$ cat config.mk
export PLATFORM = sky130hd
export DESIGN_NAME = apb_master
export DESIGN_NICKNAME = d
export VERILOG_FILES = /design/src/rtl/apb_master_pkg.sv /design/src/rtl/apb_master_watchdog.sv /design/src/rtl/apb_master.sv
export SDC_FILE = /design/constraint.sdc
export NUM_CORES = 1
export LEC_CHECK = 0
export CORE_UTILIZATION = 25
export CTS_CLUSTER_DIAMETER = 30
export DETAILED_ROUTE_END_ITERATION = 8
export SETUP_SLACK_MARGIN = 0.4
export SYNTH_ARGS = -nofsm -noshare
export SYNTH_HDL_FRONTEND = slang
export SYNTH_SLANG_ARGS = --single-unit
export TNS_END_PERCENT = 30
$ cat constraint.sdc
create_clock -name clk -period 4.7 [get_ports clk]
set_clock_uncertainty 0.2 [all_clocks]
set_input_delay 1.175 -clock clk [delete_from_list [all_inputs] [get_ports clk]]
set_output_delay 1.175 -clock clk [all_outputs]
set_load 0.005 [all_outputs]
$ cat src/rtl/apb_master_pkg.sv
// Shared types and defaults for the APB requester: FSM state encoding,
// default geometry and the watchdog counter sizing.
package apb_master_pkg;

    typedef enum logic [1:0] {
        IDLE   = 2'd0,
        SETUP  = 2'd1,
        ACCESS = 2'd2,
        RESP   = 2'd3
    } state_t;

    localparam int unsigned DEF_ADDR_LIMIT     = 256;
    localparam int unsigned DEF_TIMEOUT_CYCLES = 16;
    localparam int unsigned WD_WIDTH           = $clog2(DEF_TIMEOUT_CYCLES + 1);

    // Counter width able to hold 0..timeout inclusive.
    function automatic int unsigned wd_width(input int unsigned timeout);
        return $clog2(timeout + 1);
    endfunction

endpackage

$ cat src/rtl/apb_master_watchdog.sv
// ACCESS-phase watchdog: counts consecutive stalled cycles and flags the
// cycle on which the stall limit is reached.
module apb_watchdog
    import apb_master_pkg::*;
#(
    parameter int unsigned TIMEOUT_CYCLES = DEF_TIMEOUT_CYCLES
) (
    input  logic clk,
    input  logic rst_n,
    input  logic clear,
    input  logic count_en,
    output logic expired
);

    localparam int unsigned    W    = wd_width(TIMEOUT_CYCLES);
    localparam logic [W-1:0]   LAST = W'(TIMEOUT_CYCLES - 1);
    localparam logic [W-1:0]   MAXC = W'(TIMEOUT_CYCLES);

    logic [W-1:0] count;

    always_ff @(posedge clk or negedge rst_n) begin
        if (!rst_n) begin
            count <= '0;
        end else if (clear) begin
            count <= '0;
        end else if (count_en && (count != MAXC)) begin
            count <= count + 1'b1;
        end
    end

    // Fires during the stalled cycle that would be the limit-th one.
    assign expired = count_en && (count == LAST);

endmodule

$ cat src/rtl/apb_master.sv
// Single-outstanding APB requester: accepts a command, runs SETUP/ACCESS
// with a stall watchdog, and holds the response until it is consumed.
module apb_master
    import apb_master_pkg::*;
#(
    parameter int unsigned TIMEOUT_CYCLES = DEF_TIMEOUT_CYCLES,
    parameter int unsigned ADDR_LIMIT     = DEF_ADDR_LIMIT
) (
    input  logic        clk,
    input  logic        rst_n,
    input  logic        req_valid,
    output logic        req_ready,
    input  logic        req_write,
    input  logic [31:0] req_addr,
    input  logic [31:0] req_wdata,
    output logic        rsp_valid,
    input  logic        rsp_ready,
    output logic [31:0] rsp_rdata,
    output logic        rsp_err,
    output logic [31:0] paddr,
    output logic [31:0] pwdata,
    output logic        psel,
    output logic        penable,
    output logic        pwrite,
    input  logic        pready,
    input  logic [31:0] prdata
);

    state_t state;
    logic   in_range;
    logic   wd_clear;
    logic   wd_count_en;
    logic   wd_expired;

    always_comb begin
        req_ready   = (state == IDLE);
        in_range    = (req_addr < 32'(ADDR_LIMIT));
        wd_clear    = (state == SETUP);
        wd_count_en = (state == ACCESS) && !pready;
    end

    apb_watchdog #(
        .TIMEOUT_CYCLES(TIMEOUT_CYCLES)
    ) u_watchdog (
        .clk      (clk),
        .rst_n    (rst_n),
        .clear    (wd_clear),
        .count_en (wd_count_en),
        .expired  (wd_expired)
    );

    always_ff @(posedge clk or negedge rst_n) begin
        if (!rst_n) begin
            state     <= IDLE;
            psel      <= 1'b0;
            penable   <= 1'b0;
            pwrite    <= 1'b0;
            paddr     <= '0;
            pwdata    <= '0;
            rsp_valid <= 1'b0;
            rsp_err   <= 1'b0;
            rsp_rdata <= '0;
        end else begin
            case (state)
                IDLE: begin
                    if (req_valid) begin
                        if (in_range) begin
                            pwrite  <= req_write;
                            paddr   <= req_addr;
                            pwdata  <= req_wdata;
                            psel    <= 1'b1;
                            penable <= 1'b0;
                            state   <= SETUP;
                        end else begin
                            // Out-of-range commands never reach the bus.
                            rsp_valid <= 1'b1;
                            rsp_err   <= 1'b1;
                            rsp_rdata <= '0;
                            state     <= RESP;
                        end
                    end
                end
                SETUP: begin
                    penable <= 1'b1;
                    state   <= ACCESS;
                end
                ACCESS: begin
                    if (pready) begin
                        psel      <= 1'b0;
                        penable   <= 1'b0;
                        rsp_valid <= 1'b1;
                        rsp_err   <= 1'b0;
                        rsp_rdata <= pwrite ? '0 : prdata;
                        state     <= RESP;
                    end else if (wd_expired) begin
                        psel      <= 1'b0;
                        penable   <= 1'b0;
                        rsp_valid <= 1'b1;
                        rsp_err   <= 1'b1;
                        rsp_rdata <= '0;
                        state     <= RESP;
                    end
                end
                RESP: begin
                    if (rsp_ready) begin
                        rsp_valid <= 1'b0;
                        rsp_err   <= 1'b0;
                        rsp_rdata <= '0;
                        state     <= IDLE;
                    end
                end
                default: state <= IDLE;
            endcase
        end
    end

endmodule

==> run metrics, run 1 <==
Net Count, Synth=464; worst skew pair latency=roughly 340 ps; sequential area share after synthesis=0.585; setup_tns=0 ps; Distinct cells, synth=35; clk buf depth=2; Syn Area/Cell=around 13 um2; leading cell type in the layout, fill and taps excluded=clkdlybuf4s50_1; Mapped Cells=354; Data required, critical path=~3300 ps; VDD IR-drop max=0.239 mV; Max Freq=~310 MHz; Post-DP HPWL=around 8200 um; final wirelength=~11000 um; Setup Buffers After CTS=0; Least-Margin Pin Slew=875 ps; Yosys reg bits=between 100 and 150; CP delay by family, top=buffers and inverters; average wire per standard cell=14.3 um; vias in the first global route=between 3k and 4k; Row Count=49; RePlAce Congestion=0.780; antenna viol nets, final=0; post-CTS sizing=0; crit path time final=between 3000 and 4000 ps; detailed-route via count=3271; Hold Crit Class=register to register; Tcrit/Tclk final=0.697; CTS HTree Levels=3; CP Cell Sequence=inv_1 -> ha_1 -> clkdlybuf4s50_1; max-cap violations=0; die height=138 um; CTS tree=done; Power Dens Cells=around 400 nW/um2; number of top-level pins=between 200 and 250; worst hold margin=approximately 290 ps; crit-path max FO=10; share of cells above drive strength 1=0.134; # diodes=0; Vias/cell=4.14; setup violators final=0; first-pass GRT wire length=17400 um; Max Slew Vio Count=0; Reg clk slew, reported paths=about 70 ps; status=finished, final reports clean; DR iter-0 viols=62; max_slew headroom=0.417; Starting Density=0.256; Residual DRC=0; die width=between 100 and 150 um; slowest cell delay on critical path=~600 ps; crit path buf inv count=2; RSZ-0062 raised after global routing=false; Static Leakage=roughly 3.3 nW; CTS Buf Count=9; clk sinks=108; CP Data Arrival Time=1900 ps; area grow syn2layout=54.7%; Slowest-stage cell, CP=clkdlybuf4s50_1; Root Buffer=clkbuf_16; most frequent cells in the layout=202 x clkdlybuf4s50_1, 108 x dfrtp_1, 39 x inv_1, 37 x nand2_1, 33 x mux2i_1; FF-to-FF setup slack=2030 ps; first-pass detailed-route iteration total=4; critical path startpoint category=register; # nets final=roughly 670; pin count of the biggest net entering global routing=between 60 and 70; Core ar.=~18000 um2; critical path class=register to output pin; CP endpoint kind=output pin; Yosys warnings=0; die area=19000 um2; All-Layer GR Usage=0.118; Final Hold Viols=0; I/O Buffers=roughly 200; total grt overflow=0; hold-fix buffers at CTS=0; initial antenna violation count=0; cell area after synthesis=around 4600 um2
## synthesized netlist by cell type
cell         n  area, um2
clkbuf_1     5       18.8
nor2b_1      2       12.5
mux2_2      18        203
nand2_1     37        139
a21oi_1      2       10.0
mux2i_1     33        330
nand4_2      1       12.5
a21boi_0     1       7.51
buf_6        5       56.3
ha_1         8        100
buf_2        1       5.00
mux2_4      26        390
and2_1      25        156
dfrtp_1    108       2700
nor2_1       9       33.8
or3b_2       1       8.76
buf_8        3       45.0
nand4_1      3       18.8
a211oi_1     1       7.51
inv_1       39        146
nand2b_1     2       12.5
xnor2_1      1       8.76
o21ai_0      3       15.0
o211ai_1     1       7.51
buf_4        1       7.51
and3_1       1       6.26
and4_2       1       10.0
a311oi_1     1       8.76
xor2_1       2       17.5
a31oi_1      1       6.26
nor4_2       6       75.1
nand3_1      3       15.0
nand4bb_1    1       11.3
o311ai_0     1       8.76
and2_2       1       7.51
## kinds of logic (layout without fill, tap and decap cells)
logic type | count (synthesis) | in the layout | synth area share
fa+ha+maj | 8 | 8 | 0.0217
buf+inv | 54 | 261 | 0.0604
xor+xnor | 3 | 3 | 0.00569
flops | 108 | 108 | 0.585
compound gates | 11 | 11 | 0.0154
simple gates | 93 | 93 | 0.112
mux | 77 | 77 | 0.200
## metrics by stage
step,instance area [um2],total power (W),setup WS [ps],util,std cells
floorplan,4620,0.00171,1950,-,354
global placement,6870,0.00212,1180,0.381,776
detailed placement,6870,0.00214,1120,0.381,776
CTS,7150,0.00291,1390,0.397,790
global route,7150,0.00304,1320,0.397,790
finish,7150,0.00285,1430,0.397,790
## where the power goes
part           total [W]  switching, W  internal, W
logic           0.000949      0.000419     0.000530
registers        0.00116     0.0000911      0.00107
clock network   0.000744      0.000335     0.000409
## path summary, 6_finish.rpt
path | depth (start not counted) | startpoint | to
setup / recovery | 3 | state[0] | req_ready
max in group asynchronous | 2 | rst_n | pwdata[7]
setup reg to reg | 7 | state[0] | rsp_rdata[2]
hold reg to reg | 1 | paddr[19] | paddr[19]
min in group asynchronous | 1 | rst_n | pwdata[16]
hold / removal | 1 | paddr[19] | paddr[19]
## cell type report
class / instances / area [um2]
clock inverter: 4 / 51.3
timing repair buffer: 208 / 2070
fill: 1682 / 10900
multi-input combinational: 192 / 1670
inverter: 39 / 146
sequential: 108 / 2700
tap: 229 / 287
clock buffer: 10 / 229
## layer usage
metal  share of wire  GRT usage  wire length [um]  vias up
met1            0.42      0.139              4720     1584
met3           0.065     0.0351               737       15
met4           0.022     0.0495               252        0
li1                -          -                 -     1558
met5               0          0                 0        -
met2            0.49      0.200              5570      114
## state kept, by name, indices dropped and copies added (netlist names)
signal / flops
paddr: 32
penable: 1
psel: 1
pwdata: 32
pwrite: 1
rsp_err: 1
rsp_rdata: 32
rsp_valid: 1
state: 2
u_watchdog.count: 5
No activity file was read; power rests on OpenSTA's default activity.
==> run 2: changes to the inputs <==
==> constraint.sdc (replaced) <==
create_clock -name clk -period 3.15 [get_ports clk]
set_clock_uncertainty 0.2 [all_clocks]
set_input_delay 0.7875 -clock clk [delete_from_list [all_inputs] [get_ports clk]]
set_output_delay 0.7875 -clock clk [all_outputs]
set_load 0.005 [all_outputs]
==> run metrics, run 2 (synthesis results as in run 1) <==
CP endpoint kind=output pin; DR iter-0 viols=136; CTS tree=done; final wirelength=11400 um; antenna viol nets, final=0; critical path class=register to output pin; Tcrit/Tclk final=0.847; crit-path max FO=10; Cell Area, Placed=6910 um2; critical path startpoint category=register; Vias/cell=between 4 and 5; average wire per standard cell=14.4 um; Max Slew Vio Count=0; Hold Crit Class=input pin to async pin; most frequent cells in the layout=202 x clkdlybuf4s50_1, 108 x dfrtp_1, 39 x inv_1, 37 x nand2_1, 33 x mux2i_1; Core ar.=between 15000 and 20000 um2; Setup Buffers After CTS=0; clk sinks=approximately 110; Reg clk slew, reported paths=~70 ps; max-cap violations=0; final instance area=roughly 7200 um2; Max Freq=roughly 370 MHz; VDD IR-drop max=between 0.3 and 0.4 mV; worst hold margin=about 290 ps; clk buf depth=2; total grt overflow=0; detailed-route via count=roughly 3.3k; die height=138 um; Data required, critical path=around 2200 ps; CTS HTree Levels=3; first-pass detailed-route iteration total=4; Row Count=between 40 and 50; number of top-level pins=slightly above 200; setup violators final=0; CTS Buf Count=9; Root Buffer=clkbuf_16; Power Dens Cells=approximately 600 nW/um2; RSZ-0062 raised after global routing=false; Residual DRC=0; # diodes=0; Least-Margin Pin Slew=707 ps; area grow syn2layout=56.2%; crit path time final=roughly 2700 ps; largest registers=paddr: 32 flops, pwdata: 32 flops, rsp_rdata: 32 flops; share of cells above drive strength 1=0.140; worst skew pair latency=between 300 and 400 ps; All-Layer GR Usage=0.121; I/O Buffers=203; Post-DP HPWL=between 8000 and 9000 um; hold-fix buffers at CTS=0; leading cell type in the layout, fill and taps excluded=clkdlybuf4s50_1; Starting Density=0.256; Final Hold Viols=0; setup_tns=0 ps; status=finished, final reports clean; max_slew headroom=0.529; CP Data Arrival Time=~1700 ps; die width=approximately 140 um; pin count of the biggest net entering global routing=66; # nets final=roughly 670; vias in the first global route=3504; initial antenna violation count=0; first-pass GRT wire length=between 15000 and 20000 um; Static Leakage=3.33 nW; die area=between 15000 and 20000 um2; RePlAce Congestion=~0.75
==> run 2: critical path, stage by stage (launching register included) <==
cell and delay [ps]:
dfrtp_1 430, inv_1 140, ha_4 230, clkdlybuf4s50_1 530
==> run 2: timing repair <==
item	4_1_cts	5_1_grt
resized for setup	2	0
pin swaps	0	1
endpoints found under the setup margin	1	1
==> run 2: metal layers <==
layer / vias up / part of all wire / GRT usage / wire length [um]
li1: 1564 / - / - / -
met1: 1629 / 0.40 / 0.139 / 4550
met2: 113 / 0.52 / 0.211 / 5910
met3: 12 / 0.065 / 0.0347 / 742
met4: 0 / 0.019 / 0.0471 / 212
met5: - / 0 / 0 / 0
==> run 2: final cells by class <==
class	instances	area, um2
sequential	108	2700
timing repair buffer	208	2100
inverter	39	146
multi-input combinational	192	1680
tap	229	287
clock inverter	7	71.3
fill	1726	10800
clock buffer	9	225
==> run 2: path summary, 6_finish.rpt <==
| kind | cells past startpoint | endpoint | slack, ps | from |
|---|---|---|---|---|
| hold / removal | 1 | pwdata[21] | 290 | rst_n |
| setup / recovery | 3 | req_ready | 480 | state[1] |
| setup reg to reg | 7 | rsp_rdata[11] | 630 | state[0] |
| min in group clk | 1 | paddr[11] | 290 | paddr[11] |
| max in group asynchronous | 2 | pwdata[10] | 1750 | rst_n |
| hold reg to reg | 1 | paddr[11] | 290 | paddr[11] |
==> run 2: metrics by stage <==
step | worst slack (ps) | utilization | total power, W | cells
final | 481 | 0.400 | 0.00435 | 792
after global routing | 406 | 0.400 | 0.00465 | 792
after CTS | 443 | 0.400 | 0.00445 | 792
after detailed placement | 169 | 0.383 | 0.00325 | 776
after global placement | 225 | 0.383 | 0.00319 | 776
after floorplan | 784 | - | 0.00255 | 354
==> run 2: where the power goes <==
group	internal, W	switching [W]	total [W]
clock network	0.000621	0.000520	0.00114
registers	0.00160	0.000127	0.00172
logic	0.000827	0.000655	0.00148
total	0.00305	0.00130	0.00435
